--- src/rtl/arb_mux_pkg.sv ---
// Shared constants, state/debug types and sizing helper for the arb_mux_n arbitrated output register.
package arb_mux_pkg;

   localparam int MODE_FIXED = 0;
   localparam int MODE_RR    = 1;
   localparam int DBG_PTR_W  = 5;

   typedef enum logic {
      ST_EMPTY = 1'b0,
      ST_FULL  = 1'b1
   } arb_state_e;

   typedef struct packed {
      arb_state_e           state;
      logic [DBG_PTR_W-1:0] ptr;
      logic                 lock;
   } arb_dbg_t;

   // Index width for n channels; a single channel still needs one bit.
   function automatic int clog2_min1(input int n);
      int r;
      r = 0;
      while ((1 << r) < n) r++;
      return (r < 1) ? 1 : r;
   endfunction

endpackage

--- src/rtl/arb_mux_n_if.sv ---
// Request/data inputs and valid/ready output bus of arb_mux_n; master = sources plus consumer, slave = arbiter.
// Handshake: a word moves downstream on a cycle where out_valid && out_ready; gnt[i] marks the cycle din[i] is captured.
interface arb_mux_n_if
   import arb_mux_pkg::*;
#(
   parameter int WIDTH = 32,
   parameter int N     = 8
);
   localparam int SELW = clog2_min1(N);

   logic [N-1:0]       req;
   logic [N*WIDTH-1:0] din;
   logic [N-1:0]       gnt;
   logic               out_valid;
   logic               out_ready;
   logic [WIDTH-1:0]   dout;
   logic [SELW-1:0]    dout_sel;

   modport master (
      output req, din, out_ready,
      input  gnt, out_valid, dout, dout_sel
   );

   modport slave (
      input  req, din, out_ready,
      output gnt, out_valid, dout, dout_sel
   );

endinterface

--- src/rtl/arb_mux_pick.sv ---
// Combinational rotating-priority picker: first set request searching from ptr upward, wrapping at N-1.
// With mode=0 the search always starts at 0, giving plain lowest-index priority.
module arb_mux_pick
   import arb_mux_pkg::*;
#(
   parameter int N    = 8,
   parameter int SELW = clog2_min1(N)
) (
   input  logic [N-1:0]    req,
   input  logic [SELW-1:0] ptr,
   input  logic            mode,
   output logic [N-1:0]    onehot,
   output logic [SELW-1:0] idx,
   output logic            any
);

   int start;

   always_comb begin
      onehot = '0;
      idx    = '0;
      any    = 1'b0;
      start  = mode ? int'(ptr) : 0;
      for (int k = 0; k < N; k++) begin
         int j;
         j = start + k;
         if (j >= N) j = j - N;
         if (!any && req[j]) begin
            any       = 1'b1;
            onehot[j] = 1'b1;
            idx       = SELW'(j);
         end
      end
   end

endmodule

--- src/rtl/arb_mux_n.sv ---
// N-to-1 arbitrated output register with valid/ready downstream handshake.
// Optional sticky channel lock is enabled by defining ARB_MUX_LOCK_EN.
module arb_mux_n
   import arb_mux_pkg::*;
#(
   parameter int WIDTH = 32,
   parameter int N     = 8,
   parameter int MODE  = MODE_FIXED
) (
   input  logic       clk,
   input  logic       rst,
`ifdef ARB_MUX_LOCK_EN
   input  logic       lock,
`endif
   arb_mux_n_if.slave bus,
   output arb_dbg_t   dbg_o
);

   localparam int SELW = clog2_min1(N);

   arb_state_e       state_q, state_d;
   logic [WIDTH-1:0] dout_q, dout_d;
   logic [SELW-1:0]  sel_q, sel_d;
   logic [SELW-1:0]  ptr_q, ptr_d;
   logic             lock_q, lock_d;

   logic [N-1:0]     sel_mask;
   logic [N-1:0]     eligible;
   logic [N-1:0]     win_onehot;
   logic [SELW-1:0]  win_idx;
   logic             win_any;
   logic [WIDTH-1:0] win_data;
   logic             can_load;
   logic             load;

   always_comb begin
      sel_mask = '0;
      for (int i = 0; i < N; i++) sel_mask[i] = (sel_q == SELW'(i));
   end

   // A held lock narrows the competition to the channel that last won.
   always_comb begin
      eligible = bus.req;
      if (lock_q) eligible = bus.req & sel_mask;
   end

   arb_mux_pick #(
      .N    (N),
      .SELW (SELW)
   ) u_pick (
      .req    (eligible),
      .ptr    (ptr_q),
      .mode   (MODE == MODE_RR),
      .onehot (win_onehot),
      .idx    (win_idx),
      .any    (win_any)
   );

   always_comb begin
      win_data = '0;
      for (int i = 0; i < N; i++)
         if (win_onehot[i]) win_data = win_data | bus.din[i*WIDTH +: WIDTH];
   end

   assign can_load = ((state_q == ST_EMPTY) || bus.out_ready) && !rst;
   assign load     = can_load && win_any;

   always_comb begin
      state_d = state_q;
      dout_d  = dout_q;
      sel_d   = sel_q;
      ptr_d   = ptr_q;
      lock_d  = lock_q;
      if (load) begin
         state_d = ST_FULL;
         dout_d  = win_data;
         sel_d   = win_idx;
         if (MODE == MODE_RR)
            ptr_d = (win_idx == SELW'(N-1)) ? '0 : win_idx + SELW'(1);
`ifdef ARB_MUX_LOCK_EN
         lock_d = lock;
`endif
      end else begin
         if ((state_q == ST_FULL) && bus.out_ready) state_d = ST_EMPTY;
         // Locked channel dropped its request: release, grant nothing this cycle.
         if (lock_q && can_load) lock_d = 1'b0;
      end
   end

   always_ff @(posedge clk) begin
      if (rst) begin
         state_q <= ST_EMPTY;
         dout_q  <= '0;
         sel_q   <= '0;
         ptr_q   <= '0;
         lock_q  <= 1'b0;
      end else begin
         state_q <= state_d;
         dout_q  <= dout_d;
         sel_q   <= sel_d;
         ptr_q   <= ptr_d;
         lock_q  <= lock_d;
      end
   end

   assign bus.gnt       = load ? win_onehot : '0;
   assign bus.out_valid = (state_q == ST_FULL);
   assign bus.dout      = dout_q;
   assign bus.dout_sel  = sel_q;

   assign dbg_o.state = state_q;
   assign dbg_o.ptr   = DBG_PTR_W'(ptr_q);
   assign dbg_o.lock  = lock_q;

endmodule
--- src/flat_wrapper.sv ---
// flat-port wrapper written by rule: the top's interface ports become plain ports
module arb_mux_n_flat import arb_mux_pkg::*;
#(
   parameter int WIDTH = 32,
   parameter int N     = 8,
   parameter int MODE  = MODE_FIXED
)
  (clk, rst, dbg_o, bus_req, bus_din, bus_out_ready, bus_gnt, bus_out_valid, bus_dout, bus_dout_sel);
  arb_mux_n_if #(.WIDTH(WIDTH), .N(N)) bus_i ();
  input  logic clk;
  input  logic rst;
  output arb_dbg_t dbg_o;
  input wire logic [$bits(bus_i.req)-1:0] bus_req;
  input wire logic [$bits(bus_i.din)-1:0] bus_din;
  input wire logic [$bits(bus_i.out_ready)-1:0] bus_out_ready;
  output wire logic [$bits(bus_i.gnt)-1:0] bus_gnt;
  output wire logic [$bits(bus_i.out_valid)-1:0] bus_out_valid;
  output wire logic [$bits(bus_i.dout)-1:0] bus_dout;
  output wire logic [$bits(bus_i.dout_sel)-1:0] bus_dout_sel;
  assign bus_i.req = bus_req;
  assign bus_i.din = bus_din;
  assign bus_i.out_ready = bus_out_ready;
  assign bus_gnt = bus_i.gnt;
  assign bus_out_valid = bus_i.out_valid;
  assign bus_dout = bus_i.dout;
  assign bus_dout_sel = bus_i.dout_sel;
  arb_mux_n #(.WIDTH(WIDTH), .N(N), .MODE(MODE)) u_core (.clk(clk), .rst(rst), .bus(bus_i), .dbg_o(dbg_o));
endmodule
--- config.mk ---
export PLATFORM = sky130hd
export DESIGN_NAME = arb_mux_n_flat
export DESIGN_NICKNAME = d
export VERILOG_FILES = /design/src/rtl/arb_mux_pkg.sv /design/src/rtl/arb_mux_n_if.sv /design/src/rtl/arb_mux_pick.sv /design/src/rtl/arb_mux_n.sv /design/src/flat_wrapper.sv
export SDC_FILE = /design/constraint.sdc
export NUM_CORES = 1
export LEC_CHECK = 0
export BUFFER_PORTS_ARGS = -buffer_cell sky130_fd_sc_hd__buf_2
export CORE_AREA = 2 2 123 125
export DETAILED_ROUTE_END_ITERATION = 8
export DIE_AREA = 0 0 125 127
export HOLD_SLACK_MARGIN = 0.15
export PLACE_DENSITY = 0.63
export SLEW_MARGIN = 20
export SYNTH_ARGS = -nofsm -noshare
export SYNTH_HDL_FRONTEND = slang
export SYNTH_SLANG_ARGS = --single-unit
export TNS_END_PERCENT = 30
--- constraint.sdc ---
create_clock -name clk -period 2.4 [get_ports clk]
set_input_delay 0.12 -clock clk [delete_from_list [all_inputs] [get_ports clk]]
set_output_delay 0.12 -clock clk [all_outputs]
set_load 0.02 [all_outputs]
==> run_results.csv, run 1 <==
group,metric,value,unit
floorplan,die_h,127,um
clock_tree,clkTransAtPathRegs,0.06,ns
logic_synthesis,synth-async-reset-ratio,0,
pwr,vdd_drop_max,0.207,mV
worst_setup_path,start_kind,"primary input",
sta,fin_crit_sh,0.848,
sta,slew_viol_final,0,
logic_synthesis,synth_warnings,0,
global_route,grt_overflow_total,0,
logic_synthesis,synth-seq-area-share,0.192,
pwr,p_leak,2.66,nW
sta,finalClockSkew,0.00289,ns
sta,rsz0062_at_grt,"no",
worst_setup_path,cp.arrival,1.92,ns
clock_tree,numCtsBuffers,5,
pwr,power.total,2.25,mW
placement,postPlaceCellArea,5440,sq um
logic_synthesis,netlist_area,3760,sq um
routing,ant_nets,0,
sta,setup_viol,0,
logic_synthesis,syn_avg_cell_area,7.68,sq um
logic_synthesis,synth-seq-cells,36,
pwr,seq_power_share,0.313,
worst_setup_path,crit_type,"primary input to primary output",
floorplan,dieArea,15900,sq um
sta,slew_headroom,0.413,
worst_setup_path,r2r-start,"u_core.bus.out_valid",
sta,fmax,0.491,GHz
layout,stdcell_area,5830,sq um
placement,port_buffers,311,
logic_synthesis,syn_inst,490,
floorplan,coreArea,14400,sq um
worst_setup_path,critical_path.max_fanout,15,
clock_tree,cts_buffer_depth,2,
pwr,combPwrFrac,0.390,
floorplan,fp.dieW,125,um
layout,final_nets,1055,
logic_synthesis,synth_ff_type,"dfxtp_1",
routing,drt_iter0_markers,266,
routing,wl,17.9,mm
hold_path,holdCritStartpoint,"bus_din[183]",
pwr,swShare,0.336,
global_route,grt_pass1_wl,27.3,mm
routing,drc,0,
global_route,grt_usage,0.217,
status,status,"complete, no violations",
clock_tree,htree_levels,2,
sta,final.min_clock_period,2.04,ns
logic_synthesis,synth_edf_count,0,
worst_setup_path,crit_start,"bus_req[3]",
pwr,pwr_density_cell,386,nW/um^2
clock_tree,cts_tree,"done",
logic_synthesis,ys_types,33,
clock_tree,cts-root-buf,"clkbuf_16",
routing,dr.pass1.iters,4,
sta,finalHoldViolations,0,
layout,areaGrowthSynthToFinish,55.0,%
routing,vias,5163,
routing,wl_per_cell,18.3,um
floorplan,num_rows,44,
floorplan,io_pins,318,
clock_tree,cts_sinks,36,
layout,final_util,0.404,
global_route,first_global_vias,5268,
layout,final_layout_size_suffix_gt1_frac,0.433,
worst_setup_path,worst_ep_required_time,2.28,ns
pwr,netSwitchingPower,0.756,mW
hold_path,min_path_type,"primary input to flop",
pwr,intPower,1.49,mW
sta,tns,0,ns
clock_tree,clk_latency,0.28,ns
placement,place_hpwl,12.9,mm
floorplan,start_util,0.261,
sta,worst_hold_slack,0.156,ns
global_route,grt_max_degree,70,
pwr,power_frac_clock,0.297,
placement,routabilityCongestion,0.867,
job,drv_cap,0,
routing,detail_route.vias_per_cell,5.30,
worst_setup_path,cp-end-kind,"primary output",
clock_tree,post-cts-setup-buffers,0,
sta,tightest_slew,0.880,ns
clock_tree,cts_resized,0,
global_route,grt_antenna_before_repair,1,
## sequential cells by signal (all words and copies together) (netlist names)
name,cells
u_core.bus.out_valid,1
u_core.bus.dout,32
u_core.bus.dout_sel,3
## synth_stat cells, types with 2 or more instances
library cell | instances | share of area
buf_6 | 3 | 0.0090
a21oi_1 | 65 | 0.086
dfxtp_1 | 36 | 0.19
and2_1 | 2 | 0.0033
nor3_1 | 2 | 0.0027
buf_4 | 8 | 0.016
nor2b_1 | 36 | 0.060
mux2i_1 | 32 | 0.085
or2_2 | 2 | 0.0033
nor2_1 | 6 | 0.0060
nand2_1 | 36 | 0.036
nand3b_1 | 65 | 0.13
clkbuf_1 | 51 | 0.051
a32o_1 | 31 | 0.083
a2111oi_0 | 32 | 0.075
buf_12 | 2 | 0.011
a211oi_1 | 32 | 0.064
nand2b_1 | 34 | 0.057
## metal layers
metal  GRT usage  part of all wire
met1       0.256              0.40
met2       0.381              0.48
met3      0.0486             0.091
met5           0                 0
met4      0.0915             0.031
## final timing paths
kind                                       endpoint  slack, ns  cells after the start
worst max-delay path                     bus_gnt[2]       0.36                      7
worst min-delay path            u_core.bus.dout[23]       0.16                      3
worst max register to register  u_core.bus.dout[12]       0.94                      5
worst min register to register   u_core.bus.dout[7]       0.47                      2
## power groups by stage
| stage | logic (mW) | registers (mW) | clock network [mW] |
|---|---|---|---|
| after floorplan | 0.362 | 0.803 | 0 |
| after global placement | 0.842 | 0.714 | 0 |
| after detailed placement | 0.844 | 0.715 | 0 |
| after CTS | 0.878 | 0.703 | 0.701 |
| after global routing | 0.953 | 0.713 | 0.720 |
| final | 0.876 | 0.704 | 0.668 |
## cell usage in the layout (no fill, tap or decap), types with 2 or more instances in the layout
master	Yosys	final
clkbuf_16	0	5
a32o_1	31	31
mux2i_1	32	32
buf_12	2	4
dlygate4sd3_1	0	24
nand3b_1	65	65
conb_1	1	6
nor2b_1	36	36
a211oi_1	32	32
a2111oi_0	32	32
and2_1	2	2
a21oi_1	65	65
dfxtp_1	36	36
nand2_1	36	36
or2_2	2	2
nor2_1	6	6
buf_2	1	311
nor3_1	2	2
buf_4	8	13
clkbuf_1	51	2
nand2b_1	34	34
## critical path, cell delays in order
cell and delay (ns):
buf_2 0.13, or4_4 0.52, or3_4 0.41, o21ai_4 0.17
buf_4 0.31, nor2_1 0.09, buf_2 0.16
## timing repair
| action | CTS | global route |
|---|---|---|
| endpoints found under the setup margin | 0 | 0 |
| hold endpoints to repair | 24 | 0 |
| hold buffers | 24 | 0 |
## area by class of cell
| class | count | area [sq um] |
|---|---|---|
| fillers | 1531 | 8600 |
| multi-input cells | 392 | 2750 |
| repair buffers | 352 | 1970 |
| flip-flops and latches | 36 | 721 |
| well taps | 184 | 230 |
| clock buffers | 8 | 146 |
| inverters | 1 | 3.75 |
| diodes | 1 | 2.50 |
## logic make-up after synthesis
group / after synthesis / synth area share
DFF: 36 / 0.192
buffers and inverters: 67 / 0.0898
AOI/OAI and AO/OA: 164 / 0.316
other: 1 / 0.000997
and+or+nand+nor: 190 / 0.316
muxes: 32 / 0.0852
## stage by stage
stage / setup slack (ns) / std cells
2_1_floorplan: 0.435 / 495
3_3_place_gp: 0.369 / 941
3_5_place_dp: 0.356 / 941
4_1_cts: 0.356 / 973
5_1_grt: 0.318 / 974
6_report: 0.364 / 974
Note: power is estimated with default switching activity, not from simulation.
==> run 2: changes to the inputs <==
clock period = 1.9 ns   (was 2.4 ns; I/O delays follow)
==> run 2 against run 1 <==
Register-to-register slack lost 0.46 ns. Worst setup slack lost 0.24 ns. Sequential power grew 27%. Clock power grew 25%. Die area is the same. Combinational power grew 31%. Sequential share of layout area shrank 0.42 points. Core utilization grew 1.4 points. Global-route usage shrank 0.74 points. Critical path depth is the same. Worst hold slack gained 0.0057 ns. Highest routed layer unchanged.
==> run_results.csv, run 2 (synthesis gave the netlist of run 1 again) <==
group,metric,value,unit
status,status,"complete, no violations",
worst_setup_path,start_kind,"primary input",
hold_path,holdCritStartpoint,"bus_din[175]",
sta,fin_crit_sh,0.934,
global_route,first_global_vias,5154,
routing,drt_iter0_markers,285,
floorplan,num_rows,44,
clock_tree,cts_resized,0,
pwr,intPower,1.92,mW
routing,dr.pass1.iters,5,
global_route,grt_max_degree,40,
sta,finalClockSkew,0.00566,ns
layout,nFillCells,1536,
pwr,vdd_drop_max,0.296,mV
placement,place_hpwl,13.6,mm
floorplan,start_util,0.261,
layout,final_util,0.418,
worst_setup_path,critical_path.max_fanout,35,
clock_tree,numCtsBuffers,5,
layout,final_layout_size_suffix_gt1_frac,0.444,
floorplan,io_pins,318,
pwr,seq_power_share,0.310,
clock_tree,postCtsHoldBufs,26,
global_route,grt.busiest_layer,"met2",
global_route,grt_usage,0.210,
global_route,use_met1,0.246,
global_route,gr-usage-met3,0.0511,
clock_tree,cts_sinks,36,
global_route,gr-usage-met2,0.366,
layout,layout_common_cells,"311 x buf_2, 65 x nand3b_1, 65 x a21oi_1",
layout,final_nets,1073,
sta,fmax,0.563,GHz
routing,vias,5173,
job,drv_cap,0,
pwr,combPwrFrac,0.399,
placement,routabilityCongestion,0.812,
placement,port_buffers,311,
pwr,power_frac_clock,0.291,
layout,largest_reg_flops,32,
pwr,pwr_density_cell,477,nW/um^2
worst_setup_path,cp-end-kind,"primary output",
global_route,grt_antenna_before_repair,2,
sta,setup_viol,0,
layout,final_common_cell,"buf_2",
routing,wl_per_cell,17.4,um
sta,slew_viol_final,0,
floorplan,fp.dieW,125,um
clock_tree,cts-root-buf,"clkbuf_16",
routing,detail_route.vias_per_cell,5.21,
routing,ant_nets,0,
sta,rsz0062_at_grt,"no",
hold_path,min_path_type,"primary input to flop",
layout,areaGrowthSynthToFinish,60.4,%
worst_setup_path,worst_ep_required_time,1.80,ns
pwr,p_leak,2.77,nW
sta,finalHoldViolations,0,
floorplan,coreArea,14400,sq um
worst_setup_path,cp.arrival,1.68,ns
worst_setup_path,crit_type,"primary input to primary output",
worst_setup_path,r2r-start,"u_core.bus.out_valid",
clock_tree,cts_buffer_depth,2,
clock_tree,cts_tree,"done",
layout,fin_cells,993,
clock_tree,clk_latency,0.28,ns
sta,slew_headroom,0.570,
clock_tree,htree_levels,2,
clock_tree,clkTransAtPathRegs,0.06,ns
global_route,grt_overflow_total,0,
sta,final.min_clock_period,1.77,ns
global_route,grt_pass1_wl,26.7,mm
floorplan,die_h,127,um
clock_tree,post-cts-setup-buffers,0,
floorplan,dieArea,15900,sq um
pwr,swShare,0.332,
worst_setup_path,crit_start,"bus_req[2]",
sta,tightest_slew,0.629,ns
pwr,netSwitchingPower,0.956,mW
routing,drc,0,
routing,wl,17.3,mm
placement,post-place-cells,957,
==> run 2: worst paths after layout <==
path / end / slack (ns) / cells after the start
max: bus_gnt[6] / 0.13 / 7
min: u_core.bus.dout[15] / 0.16 / 3
max reg2reg: u_core.bus.dout[16] / 0.48 / 6
min reg2reg: u_core.bus.dout[4] / 0.47 / 2
==> run 2: worst max-delay path, stage by stage <==
cell and delay, ns:
buf_2 0.12, or4_4 0.53, buf_4 0.17, buf_12 0.17, or2_2 0.32, nor2_1 0.10
buf_2 0.16
==> run 2: per-stage QoR <==
stage | total power, mW | cell area (sq um) | setup WS, ns | hold WS, ns | setup TNS (ns)
finish | 2.88 | 6030 | 0.125 | 0.161 | 0
global route | 3.04 | 6030 | 0.0652 | 0.163 | 0
CTS | 2.91 | 6030 | 0.124 | 0.158 | 0
detailed placement | 2.00 | 5620 | -0.0118 | 0.395 | -0.0165
global placement | 2.00 | 5620 | 0.0229 | 0.388 | 0
floorplan | 1.47 | 3780 | -0.0371 | 0.297 | -0.743
==> run 2: per-layer routing <==
layer	vias up	share of wire	wire, um
met5	-	0	0
met3	41	0.086	1490
met4	0	0.034	591
met2	280	0.48	8250
met1	2372	0.40	6940
li1	2480	-	-
==> run 2: power groups by stage <==
stage / sequential, mW / combinational (mW) / clock, mW
detailed placement: 0.907 / 1.10 / 0
finish: 0.891 / 1.15 / 0.838
global placement: 0.904 / 1.09 / 0
CTS: 0.891 / 1.14 / 0.874
global route: 0.900 / 1.24 / 0.899
floorplan: 1.01 / 0.458 / 0
==> run 2: layout make-up <==
type,count,area (sq um),share of cell area
Multi-Input combinational cell,392,2750,0.456
Timing Repair Buffer,370,2180,0.361
Sequential cell,36,721,0.119
Tap cell,184,230,0.0382
Clock buffer,8,146,0.0243
Antenna cell,2,5.00,0.000830
Inverter,1,3.75,0.000622
==> run 3: changes to the inputs <==
BUFFER_PORTS_ARGS = not set   (was -buffer_cell sky130_fd_sc_hd__buf_2)
CORE_AREA = 2 2 124 126   (was 2 2 123 125)
DIE_AREA = 0 0 126 128   (was 0 0 125 127)
DONT_BUFFER_PORTS = 1   (was not set)
PLACE_DENSITY = 0.45   (was 0.63)
SLEW_MARGIN = not set   (was 20)
clock period = 1.45 ns   (was 1.9 ns; I/O delays follow)
==> run 3 against run 2 <==
The run now ends with setup timing left. Largest cell class unchanged. Highest routed layer unchanged. Worst hold slack got worse by 0.016 ns. Critical endpoint is now bus_gnt[5]. Total power rose by 25%. Die area is 1.6% higher. Flip-flop and latch count did not move. Routed wire length shrank 0.21%. First-iteration DRC count grew 23%. Sequential share of layout area rose by 1.7 points. Via count shrank 14%.
==> run_results.csv, run 3 (synthesis gave the netlist of run 1 again) <==
group,metric,value,unit
placement,port_buffers,0,
layout,largest_reg_flops,32,
worst_setup_path,cp.arrival,1.50,ns
hold_path,whs_endpoint,"u_core.bus.dout[5]",
worst_setup_path,ff2ff_path_depth,6,
routing,top_layer_used,"met4",
hold_path,holdCritStartpoint,"bus_din[5]",
clock_tree,cts_sinks,36,
placement,post-place-ws,-0.278,ns
clock_tree,numCtsBuffers,5,
global_route,first_global_vias,4491,
routing,vias,4471,
clock_tree,clk_latency,0.28,ns
layout,final_nets,836,
sta,finalHoldViolations,0,
pwr,p_leak,1.81,nW
routing,drt_iter0_markers,350,
clock_tree,htree_levels,2,
worst_setup_path,critical_path.max_fanout,70,
worst_setup_path,start_kind,"primary input",
floorplan,fp.dieW,126,um
routing,detail_route.vias_per_cell,5.90,
global_route,grt_pass1_wl,24.8,mm
layout,final_common_cell,"dlygate4sd3_1",
floorplan,num_rows,45,
routing,wl,17.2,mm
status,violations,"setup timing",
sta,finalClockSkew,0.00364,ns
placement,postPlaceCellArea,3930,sq um
global_route,grt_overflow_total,0,
worst_setup_path,crit_type,"primary input to primary output",
global_route,grt_usage,0.194,
routing,dr_wl_met2,8.33,mm
sta,rsz0062_at_grt,"yes",
routing,dr.pass1.iters,7,
floorplan,coreArea,14900,sq um
global_route,grt_max_degree,71,
worst_setup_path,worst_ep_required_time,1.38,ns
sta,fmax,0.637,GHz
layout,final_layout_size_suffix_gt1_frac,0.0860,
clock_tree,cts-root-buf,"clkbuf_16",
layout,fin_cells,758,
floorplan,die_h,128,um
layout,stdcell_area,5300,sq um
routing,ant_nets,0,
layout,final_util,0.356,
sta,slew_headroom,0.420,
hold_path,hold_depth,4,
clock_tree,cts_buffer_depth,2,
floorplan,io_pins,318,
placement,post-place-cells,639,
sta,fin_crit_sh,1.08,
sta,final.min_clock_period,1.57,ns
clock_tree,clkTransAtPathRegs,0.06,ns
layout,layout_common_cells,"105 x dlygate4sd3_1, 65 x nand3b_1, 65 x a21oi_1",
hold_path,min_path_type,"primary input to flop",
status,status,"finished, violations left",
pwr,pwr_density_cell,676,nW/um^2
global_route,grt_antenna_before_repair,0,
sta,slew_viol_final,0,
worst_setup_path,reg2reg_to,"u_core.bus.dout_sel[0]",
routing,route.met3.wl,1.49,mm
layout,n_antenna_cell,0,
routing,wl_per_cell,22.7,um
sta,tightest_slew,0.869,ns
sta,setup_viol,39,
floorplan,dieArea,16100,sq um
layout,areaGrowthSynthToFinish,40.8,%
placement,routabilityCongestion,0.923,
pwr,vdd_drop_max,0.585,mV
routing,drc,0,
floorplan,start_util,0.253,
clock_tree,cts_tree,"done",
placement,place_hpwl,11.3,mm
worst_setup_path,r2r-start,"u_core.bus.out_valid",
job,drv_cap,0,
worst_setup_path,cp-end-kind,"primary output",
routing,drt-met1-wl,6.94,mm
worst_setup_path,rrSetupSlack,0.07,ns
layout,nFillCells,1541,
sta,setup_slack,-0.120,ns
[run 3: cell count changes in the layout (fill, tap and decap cells not counted), sizes merged]
cell / previous run / this run
buf: 344 / 25
dlygate4sd3: 26 / 105
diode: 2 / 0
dlymetal6s4s: 0 / 2
bufinv: 0 / 1
[run 3: through the flow]
stage	setup TNS (ns)	hold slack (ns)	total power [mW]
after floorplan	-15.86	0.275	1.93
after global placement	-8.03	0.153	1.95
after detailed placement	-9.78	0.153	1.97
after CTS	-2.00	0.150	3.61
after global routing	-4.09	0.159	3.76
final	-2.14	0.145	3.58
[run 3: metal layers]
layer	track usage	vias up
li1	-	2003
met1	0.233	2117
met2	0.340	310
met3	0.0405	41
met4	0.0756	0
met5	0	-
[run 3: where the power goes]
part | switching, mW | leakage [nW] | total [mW] | internal, mW
logic | 0.372 | 1.42 | 0.906 | 0.534
registers | 0.243 | 0.301 | 1.35 | 1.11
clock network | 0.419 | 0.0901 | 1.32 | 0.906
[run 3: how the worst max path moves through the flow]
stage                          start                  end  slack, ns  cells after the start
after floorplan           bus_req[2]   u_core.bus.dout[0]      -0.46                      8
after global placement    bus_req[2]  u_core.bus.dout[23]      -0.24                      6
after detailed placement  bus_req[2]  u_core.bus.dout[10]      -0.28                      5
after CTS                 bus_req[2]           bus_gnt[2]      -0.14                      6
after global routing      bus_req[1]           bus_gnt[5]      -0.16                      6
final                     bus_req[0]           bus_gnt[5]      -0.12                      6
[run 3: layout make-up]
class / count / area (sq um) / area share
multi-input combinational: 392 / 2780 / 0.524
timing repair buffer: 133 / 1380 / 0.260
sequential: 36 / 721 / 0.136
tap: 188 / 235 / 0.0444
clock buffer: 7 / 153 / 0.0288
clock inverter: 1 / 30.0 / 0.00567
inverter: 1 / 3.75 / 0.000709
[run 3: timing repair]
action	CTS	global route
gates resized for setup	7	11
pin swaps	1	3
hold buffers	107	0
gates cloned	0	1
setup buffers	3	0
hold endpoints to repair	36	0
setup endpoints to repair	8	42
[run 3: critical path, stage by stage]
cell and delay [ns]:
or4_4 0.50, or3_4 0.42, o21ai_4 0.17, buf_12 0.14, nor2b_2 0.04, buf_6 0.12
